[config.mk]
export PLATFORM = sky130hd
export DESIGN_NAME = hazard_stall_unit_flat
export DESIGN_NICKNAME = d
export VERILOG_FILES = /design/src/rtl/hazard_stall_unit_if.sv /design/src/rtl/hazard_stall_unit.sv /design/src/flat_wrapper.sv
export SDC_FILE = /design/constraint.sdc
export NUM_CORES = 1
export LEC_CHECK = 0
export ABC_AREA = 1
export BUFFER_PORTS_ARGS = -buffer_cell sky130_fd_sc_hd__clkbuf_2
export CORE_ASPECT_RATIO = 1.5
export CORE_MARGIN = 10
export CORE_UTILIZATION = 50
export CTS_BUF_LIST = sky130_fd_sc_hd__clkbuf_8
export DETAILED_ROUTE_END_ITERATION = 10
export GPL_ROUTABILITY_DRIVEN = 0
export PLACE_DENSITY = 0.77
export SLEW_MARGIN = 20
export SYNTH_ARGS = -nofsm -noshare
export SYNTH_HDL_FRONTEND = slang
export SYNTH_SLANG_ARGS = --single-unit
[constraint.sdc]
create_clock -name Clk -period 1.6 [get_ports Clk]
set_input_delay 0.08 -clock Clk [delete_from_list [all_inputs] [get_ports Clk]]
set_output_delay 0.08 -clock Clk [all_outputs]
set_load 0.02 [all_outputs]
[src/rtl/hazard_stall_unit_if.sv]
// Pipeline-control bundle between the hazard/stall unit and the pipeline datapath.
// The datapath side is the master: it drives the decode fields and consumes the enables.
interface hazard_stall_unit_if;
    logic [4:0]  ID_Rs;
    logic [4:0]  ID_Rt;
    logic        ID_UsesRt;
    logic        ID_IsBranch;
    logic        ID_BranchTaken;
    logic        ID_IsMul;
    logic        EX_MemRead;
    logic        EX_RegWrite;
    logic [4:0]  EX_Rd;
    logic        MEM_MemRead;
    logic [4:0]  MEM_Rd;
    logic        PCWrite;
    logic        IF_ID_Write;
    logic        IF_ID_Flush;
    logic        ID_EX_Bubble;
    logic        MulBusy;
    logic [15:0] StallCycles;

    modport master (
        output ID_Rs, ID_Rt, ID_UsesRt, ID_IsBranch, ID_BranchTaken, ID_IsMul,
               EX_MemRead, EX_RegWrite, EX_Rd, MEM_MemRead, MEM_Rd,
        input  PCWrite, IF_ID_Write, IF_ID_Flush, ID_EX_Bubble, MulBusy, StallCycles
    );

    modport slave (
        input  ID_Rs, ID_Rt, ID_UsesRt, ID_IsBranch, ID_BranchTaken, ID_IsMul,
               EX_MemRead, EX_RegWrite, EX_Rd, MEM_MemRead, MEM_Rd,
        output PCWrite, IF_ID_Write, IF_ID_Flush, ID_EX_Bubble, MulBusy, StallCycles
    );
endinterface

[src/rtl/hazard_stall_unit.sv]
// Stall/flush controller: load-use and ID-branch hazards, multi-cycle multiply hold,
// and a saturating stalled-cycle counter.
module hazard_stall_unit #(
    parameter int MUL_LAT = 4
) (
    input  logic               Clk,
    input  logic               Reset,
    hazard_stall_unit_if.slave hs
);
    typedef enum logic {RUN, BUSY} state_t;

    state_t      state;
    logic [2:0]  cnt;
    logic        mul_busy;
    logic [15:0] stall_cycles;

    logic rs_ex, rt_ex, rs_mem, rt_mem;
    logic lu, br, hz, stall;

    function automatic logic reg_match(input logic [4:0] src, input logic [4:0] dst);
        return (src == dst) && (dst != 5'd0);
    endfunction

    always_comb begin
        rs_ex  = reg_match(hs.ID_Rs, hs.EX_Rd);
        rt_ex  = hs.ID_UsesRt && reg_match(hs.ID_Rt, hs.EX_Rd);
        rs_mem = reg_match(hs.ID_Rs, hs.MEM_Rd);
        rt_mem = hs.ID_UsesRt && reg_match(hs.ID_Rt, hs.MEM_Rd);
        lu     = hs.EX_MemRead && (rs_ex || rt_ex);
        br     = hs.ID_IsBranch &&
                 ((hs.EX_RegWrite && (rs_ex || rt_ex)) ||
                  (hs.MEM_MemRead && (rs_mem || rt_mem)));
        hz     = lu || br;
        // Outputs are forced to their released values while Reset is held low.
        stall  = Reset && ((state == BUSY) || hz);
    end

    assign hs.PCWrite      = !stall;
    assign hs.IF_ID_Write  = !stall;
    assign hs.ID_EX_Bubble = stall;
    assign hs.IF_ID_Flush  = Reset && !stall && hs.ID_IsBranch && hs.ID_BranchTaken;
    assign hs.MulBusy      = mul_busy;
    assign hs.StallCycles  = stall_cycles;

    always_ff @(posedge Clk or negedge Reset) begin
        if (!Reset) begin
            state    <= RUN;
            cnt      <= 3'd0;
            mul_busy <= 1'b0;
        end else begin
            case (state)
                RUN: begin
                    if (!hz && hs.ID_IsMul) begin
                        state    <= BUSY;
                        cnt      <= 3'(MUL_LAT - 1);
                        mul_busy <= 1'b1;
                    end
                end
                BUSY: begin
                    cnt <= cnt - 3'd1;
                    if (cnt == 3'd1) begin
                        state    <= RUN;
                        mul_busy <= 1'b0;
                    end
                end
                default: begin
                    state    <= RUN;
                    mul_busy <= 1'b0;
                end
            endcase
        end
    end

    always_ff @(posedge Clk or negedge Reset) begin
        if (!Reset)
            stall_cycles <= 16'd0;
        else if (stall && (stall_cycles != 16'hFFFF))
            stall_cycles <= stall_cycles + 16'd1;
    end
endmodule

[src/flat_wrapper.sv]
// flat-port wrapper written by rule: the top's interface ports become plain ports
module hazard_stall_unit_flat 
#(
    parameter int MUL_LAT = 4
)
  (Clk, Reset, hs_ID_Rs, hs_ID_Rt, hs_ID_UsesRt, hs_ID_IsBranch, hs_ID_BranchTaken, hs_ID_IsMul, hs_EX_MemRead, hs_EX_RegWrite, hs_EX_Rd, hs_MEM_MemRead, hs_MEM_Rd, hs_PCWrite, hs_IF_ID_Write, hs_IF_ID_Flush, hs_ID_EX_Bubble, hs_MulBusy, hs_StallCycles);
  hazard_stall_unit_if hs_i ();
  input  logic Clk;
  input  logic Reset;
  input wire logic [$bits(hs_i.ID_Rs)-1:0] hs_ID_Rs;
  input wire logic [$bits(hs_i.ID_Rt)-1:0] hs_ID_Rt;
  input wire logic [$bits(hs_i.ID_UsesRt)-1:0] hs_ID_UsesRt;
  input wire logic [$bits(hs_i.ID_IsBranch)-1:0] hs_ID_IsBranch;
  input wire logic [$bits(hs_i.ID_BranchTaken)-1:0] hs_ID_BranchTaken;
  input wire logic [$bits(hs_i.ID_IsMul)-1:0] hs_ID_IsMul;
  input wire logic [$bits(hs_i.EX_MemRead)-1:0] hs_EX_MemRead;
  input wire logic [$bits(hs_i.EX_RegWrite)-1:0] hs_EX_RegWrite;
  input wire logic [$bits(hs_i.EX_Rd)-1:0] hs_EX_Rd;
  input wire logic [$bits(hs_i.MEM_MemRead)-1:0] hs_MEM_MemRead;
  input wire logic [$bits(hs_i.MEM_Rd)-1:0] hs_MEM_Rd;
  output wire logic [$bits(hs_i.PCWrite)-1:0] hs_PCWrite;
  output wire logic [$bits(hs_i.IF_ID_Write)-1:0] hs_IF_ID_Write;
  output wire logic [$bits(hs_i.IF_ID_Flush)-1:0] hs_IF_ID_Flush;
  output wire logic [$bits(hs_i.ID_EX_Bubble)-1:0] hs_ID_EX_Bubble;
  output wire logic [$bits(hs_i.MulBusy)-1:0] hs_MulBusy;
  output wire logic [$bits(hs_i.StallCycles)-1:0] hs_StallCycles;
  assign hs_i.ID_Rs = hs_ID_Rs;
  assign hs_i.ID_Rt = hs_ID_Rt;
  assign hs_i.ID_UsesRt = hs_ID_UsesRt;
  assign hs_i.ID_IsBranch = hs_ID_IsBranch;
  assign hs_i.ID_BranchTaken = hs_ID_BranchTaken;
  assign hs_i.ID_IsMul = hs_ID_IsMul;
  assign hs_i.EX_MemRead = hs_EX_MemRead;
  assign hs_i.EX_RegWrite = hs_EX_RegWrite;
  assign hs_i.EX_Rd = hs_EX_Rd;
  assign hs_i.MEM_MemRead = hs_MEM_MemRead;
  assign hs_i.MEM_Rd = hs_MEM_Rd;
  assign hs_PCWrite = hs_i.PCWrite;
  assign hs_IF_ID_Write = hs_i.IF_ID_Write;
  assign hs_IF_ID_Flush = hs_i.IF_ID_Flush;
  assign hs_ID_EX_Bubble = hs_i.ID_EX_Bubble;
  assign hs_MulBusy = hs_i.MulBusy;
  assign hs_StallCycles = hs_i.StallCycles;
  hazard_stall_unit #(.MUL_LAT(MUL_LAT)) u_core (.Clk(Clk), .Reset(Reset), .hs(hs_i));
endmodule
==> flow_metrics.tcl, run 1 <==
set metrics [dict create \
    status "finished clean" \
    synth_common_cells "nand2_1, inv_1, nor2_1, dfrtp_1, nand3_1" \
    synth_area_leaders "dfrtp_1, nand2_1, inv_1" \
    crit_fanout 7 \
    grt_pass1_vias 1948 \
    fp.dieH_um 92.6 \
    layout_worst_path_cycle_share_pct 95.8 \
    tns_ps 0 \
    synth_top_cell_by_area "dfrtp_1" \
    antenna_found_initial 0 \
    finClkSkew_ps 3.65 \
    drc_errors 0 \
    cts_inserted_buffers 3 \
    cts.sinks 21 \
    num_vias 1894 \
    synthArstFlopShare_pct 100 \
    r2r-end "u_core.hs.StallCycles[11]" \
    path_cells "ha_4, nand2_2, nor3_4, nand4_4, nand2_2, nor2_1, nand4_1, nand2_1" \
    yosysMostFrequentCell "nand2_1" \
    avgSynthCellArea_um2 6.43 \
    max_stage_delay_ps 420 \
    io_buffers 49 \
    reg2reg_slack_ps 70 \
    hold_viol_final 0 \
    top_level_ports 50 \
    initial_core_util_pct 51.9 \
    cp.arrival_ps 1690 \
    min-delay-start "hs_ID_IsMul" \
    area_growth_pct 24.7 \
    cp.required_ps 1760 \
    rsz0062_at_grt "true" \
    ant_nets 0 \
    yosysWarningCount 0 \
    netlist_area_um2 1760 \
    rows 26 \
    finish.net_count 365 \
    totalWireLength_um 4790 \
    final_cells 374 \
    dp_slack_ps 69.3 \
    worst_pin_slew_ps 333 \
    clk_path_buf_depth 2 \
    yosysTopAreaCellShare_pct 29.9 \
    fmax_mhz 652 \
    cp-start-kind "flip-flop" \
    diodes 0 \
    final_period_minus_worst_setup_slack_ps 1530 \
    dr.pass1.iters 4 \
    worstRegToRegCells 8 \
    htreeDepth 1 \
    syn_nets 305 \
    avgRoutedWirePerCell_um 12.8 \
    crit_top_cell "nand2_2" \
    setup_ws_ps 66.9 \
    insertion_delay_ps 270 \
    dp_hpwl_um 3830 \
    ys_seq_area_share_pct 29.9 \
    setup_viol 0 \
    p_leak_nw 1.29 \
    grt_pass1_wl_um 8240 \
    whs_path_depth 3 \
    report.final.slew_viol_count 0 \
    grt.overflow.total 0 \
    drtIter0Drc 100 \
    drive_gt1_share_pct 26.5 \
    timing.rr.start "u_core.hs.StallCycles[1]" \
    maxSlewHeadroom_pct 77.7 \
    min_path_type "in -> reg" \
    maxCapViolations 0 \
    track_usage_pct 15.9 \
    dieArea_um2 6330 \
    cts.clk_slew.worst_paths_ps 80 \
    critPathSlowestCell "dfrtp_2" \
    hold_path_end "u_core.state" \
    design.core.area_um2 3380 \
    synthCells 273 \
    synth_flop_cell "dfrtp_1" \
    cts_tree "yes" \
    ys_types 24 \
    cts-root-buf "clkbuf_8" \
    path_class "reg -> reg" \
    avgViaCountPerCell 5.06 \
    synth_enable_flop_cells 0 \
    power_density_nw_per_um2 934 \
    dp_cells 368 \
    ir_drop_v 0.000799 \
    die_x_um 68.4 \
    crit_path_end_kind "flip-flop" \
    grt_max_degree 16 \
    n_fill_cell 322 \
    synth-seq-cells 21 \
]
-- cell usage in the layout, fill, tap and decap left out, types with 3 or more instances in the layout --
master,Yosys,final
nand2_1,101,99
clkbuf_2,0,49
inv_1,36,36
nor2_1,28,26
nand3_1,20,20
dfrtp_1,21,19
nand4_1,18,18
buf_4,1,10
xor2_1,8,8
nand2_2,4,6
o21ai_0,5,5
inv_2,5,5
xnor2_1,4,4
clkbuf_8,0,3
-- worst max-delay path, delay by kind of cell (launching register included) --
kind,cells,cell delay (ps)
adder cells (fa/ha/maj),1,150
AND/OR/NAND/NOR,7,860
flip-flops,1,420
-- routing by layer --
layer  track usage (%)  share of wire, %  vias up  wire (um)
met1              17.9                40      853       1900
met5                 0                 0        -          0
met4              8.42               3.7        0        177
met3              2.77               6.2       15        295
li1                  -                 -      972          -
met2              26.9                51       54       2420
-- worst max path at each step --
stage,end,slack (ps),cells past startpoint,from
5_1_grt,u_core.hs.StallCycles[11],-30,8,u_core.hs.StallCycles[1]
6_report,u_core.hs.StallCycles[11],70,8,u_core.hs.StallCycles[1]
4_1_cts,u_core.hs.StallCycles[14],60,8,u_core.hs.StallCycles[1]
3_5_place_dp,u_core.hs.StallCycles[14],70,7,u_core.hs.StallCycles[1]
2_1_floorplan,u_core.hs.StallCycles[4],60,7,u_core.hs.StallCycles[0]
3_3_place_gp,u_core.hs.StallCycles[12],110,7,u_core.hs.StallCycles[1]
-- power breakdown --
group          internal [mW]  leakage (nW)  switching [mW]  total, mW
registers              0.655         0.272           0.117      0.772
clock network          0.174        0.0255           0.181      0.355
logic                  0.358         0.989           0.559      0.918
-- cells by family after synthesis --
kind of cell    synth area share [%]
simple gates                    47.1
fa+ha+maj                       2.14
flops                           29.9
xor+xnor                        5.99
compound gates                  2.85
buf+inv                         12.0
-- state kept, by name, indices dropped and copies added (netlist names) --
signal                 flops
u_core.hs.MulBusy          1
u_core.cnt                 3
u_core.hs.StallCycles     16
u_core.state               1
-- layout make-up --
| type | instances | area (um^2) | share of cell area, % |
|---|---|---|---|
| Sequential cell | 21 | 528 | 24.1 |
| Inverter | 41 | 154 | 7.03 |
| Clock buffer | 3 | 41.3 | 1.89 |
| Timing Repair Buffer | 62 | 353 | 16.1 |
| Clock inverter | 1 | 5.00 | 0.229 |
| Multi-Input combinational cell | 204 | 1060 | 48.2 |
| Tap cell | 42 | 52.6 | 2.40 |
-- what timing repair did --
| item | in CTS | in global routing |
|---|---|---|
| endpoints found under the setup margin | 0 | 16 |
| endpoints found under the hold margin | 21 | 0 |
| resized for setup | 0 | 10 |
| hold buffers | 1 | 0 |
| buffers inserted | 0 | 1 |
-- per-stage QoR --
step	total power [mW]	util, %	hold slack, ps	area, um^2
2_1_floorplan	1.36	-	-216	1760
3_3_place_gp	1.62	61.5	-42.2	2080
3_5_place_dp	1.64	61.5	-38.9	2080
4_1_cts	2.00	63.2	113	2140
5_1_grt	2.22	64.7	129	2190
6_report	2.04	64.7	113	2190
No activity file was read; power rests on OpenSTA's default activity.
==> run 2: changes to the inputs <==
Settings changed: PLACE_DENSITY 0.77 to not set, PLACE_DENSITY_LB_ADDON set to 0.3.
==> flow_metrics.tcl, run 2 (synthesis gave the netlist of run 1 again) <==
set metrics [dict create \
    status "finished clean" \
    htreeDepth 1 \
    ant_nets 0 \
    setup_ws_ps 81.0 \
    insertion_delay_ps 270 \
    hold_viol_final 0 \
    top_level_ports 50 \
    drtIter0Drc 86 \
    avgRoutedWirePerCell_um 13.0 \
    grt.overflow.total 0 \
    cts.clk_slew.worst_paths_ps 80 \
    report.final.slew_viol_count 0 \
    grt_pass1_vias 1793 \
    final_cell_mix "nand2_1, clkbuf_2, inv_1" \
    cts_inserted_buffers 3 \
    diodes 0 \
    layout_worst_path_cycle_share_pct 94.9 \
    rows 26 \
    cts_tree "yes" \
    maxSlewHeadroom_pct 72.3 \
    maxCapViolations 0 \
    final_common_cell "nand2_1" \
    hold_path_end "u_core.hs.MulBusy" \
    finClkSkew_ps 1.69 \
    dieArea_um2 6330 \
    p_leak_nw 1.31 \
    dp_slack_ps 24.4 \
    power_density_nw_per_um2 928 \
    min-delay-start "hs_ID_IsMul" \
    dr.pass1.iters 4 \
    min_path_type "in -> reg" \
    drive_gt1_share_pct 27.7 \
    p_total_mw 2.07 \
    num_vias 1916 \
    cp.arrival_ps 1690 \
    fin_area_um2 2230 \
    grt_pass1_wl_um 7780 \
    timing.rr.start "u_core.hs.StallCycles[0]" \
    antenna_found_initial 0 \
    largest_register_ffs 16 \
    crit_fanout 8 \
    reg2reg_slack_ps 80 \
    die_x_um 68.4 \
    setup_viol 0 \
    io_buffers 49 \
    cts.sinks 21 \
    r2r-end "u_core.hs.StallCycles[2]" \
    cp-start-kind "flip-flop" \
    dpl-instance-area_um2 2110 \
    cp.required_ps 1770 \
    design.core.area_um2 3380 \
    fmax_mhz 658 \
    whs_path_depth 3 \
    cts-root-buf "clkbuf_8" \
    finish.net_count 369 \
    dp_hpwl_um 3960 \
    n_fill_cell 342 \
    grt_max_degree 25 \
    crit_path_end_kind "flip-flop" \
    avgViaCountPerCell 5.07 \
    worst_pin_slew_ps 416 \
    worstRegToRegCells 7 \
    initial_core_util_pct 51.9 \
    worst_hold_slack_ps 105 \
    drc_errors 0 \
    clk_path_buf_depth 2 \
    totalWireLength_um 4930 \
    track_usage_pct 15.4 \
    ir_drop_v 0.000634 \
    path_class "reg -> reg" \
    area_growth_pct 26.9 \
    fp.dieH_um 92.6 \
    final_period_minus_worst_setup_slack_ps 1520 \
]
==> run 2: cell count changes in the layout (fill, tap and decap cells not counted), sizes merged <==
cell / previous run / this run
buf: 12 / 16
==> run 2: worst max-delay path, cell delays in order, from the launching register on <==
cell     delay [ps]
dfrtp_2         400
ha_4            150
nand2_2          70
nor3_4          200
nand4_4         230
buf_4           210
nand4_1          90
nand2_1          60
==> run 2: area by class of cell <==
type	count	area, um^2	area share (%)
multi-input cells	204	1050	47.3
flip-flops and latches	21	529	23.8
clock inverters	1	5.00	0.225
inverters	41	154	6.91
repair buffers	66	392	17.6
clock buffers	3	41.3	1.85
well taps	42	52.6	2.36
==> run 2: how the worst max path moves through the flow <==
| stage | startpoint | endpoint | slack (ps) | cells past startpoint |
|---|---|---|---|---|
| 6_report | u_core.hs.StallCycles[0] | u_core.hs.StallCycles[2] | 80 | 7 |
| 5_1_grt | u_core.hs.StallCycles[0] | u_core.hs.StallCycles[3] | -30 | 9 |
| 4_1_cts | u_core.hs.StallCycles[0] | u_core.hs.StallCycles[10] | 20 | 9 |
| 3_5_place_dp | u_core.hs.StallCycles[0] | u_core.hs.StallCycles[10] | 20 | 9 |
| 3_3_place_gp | u_core.hs.StallCycles[0] | u_core.hs.StallCycles[10] | 80 | 9 |
| 2_1_floorplan | u_core.hs.StallCycles[0] | u_core.hs.StallCycles[4] | 60 | 7 |
==> run 2: routing by layer <==
metal | vias up | GRT usage, % | share of wire [%]
met4 | 0 | 7.58 | 3.0
met2 | 62 | 27.2 | 52
met1 | 856 | 16.0 | 38
li1 | 985 | - | -
met5 | - | 0 | 0
met3 | 13 | 3.38 | 7.0
==> run 2: timing repair <==
action / in CTS / in global routing
buffers inserted: 0 / 3
resized for setup: 0 / 10
hold buffers: 1 / 0
endpoints found under the setup margin: 0 / 16
endpoints found under the hold margin: 5 / 0
==> run 2: report_power, final <==
group	leakage, nW	switching (mW)	internal (mW)	total (mW)
sequential	0.270	0.110	0.657	0.767
combinational	1.01	0.576	0.359	0.934
clock	0.0255	0.191	0.174	0.365
total	1.31	0.877	1.19	2.07
==> run 2: metrics by stage <==
stage               utilization, %  setup TNS, ps  instances
global route                  65.9          -89.1        378
detailed placement            62.4              0        370
finish                        65.9              0        378
global placement              62.4              0        370
CTS                           64.0              0        375
floorplan                        -              0        273
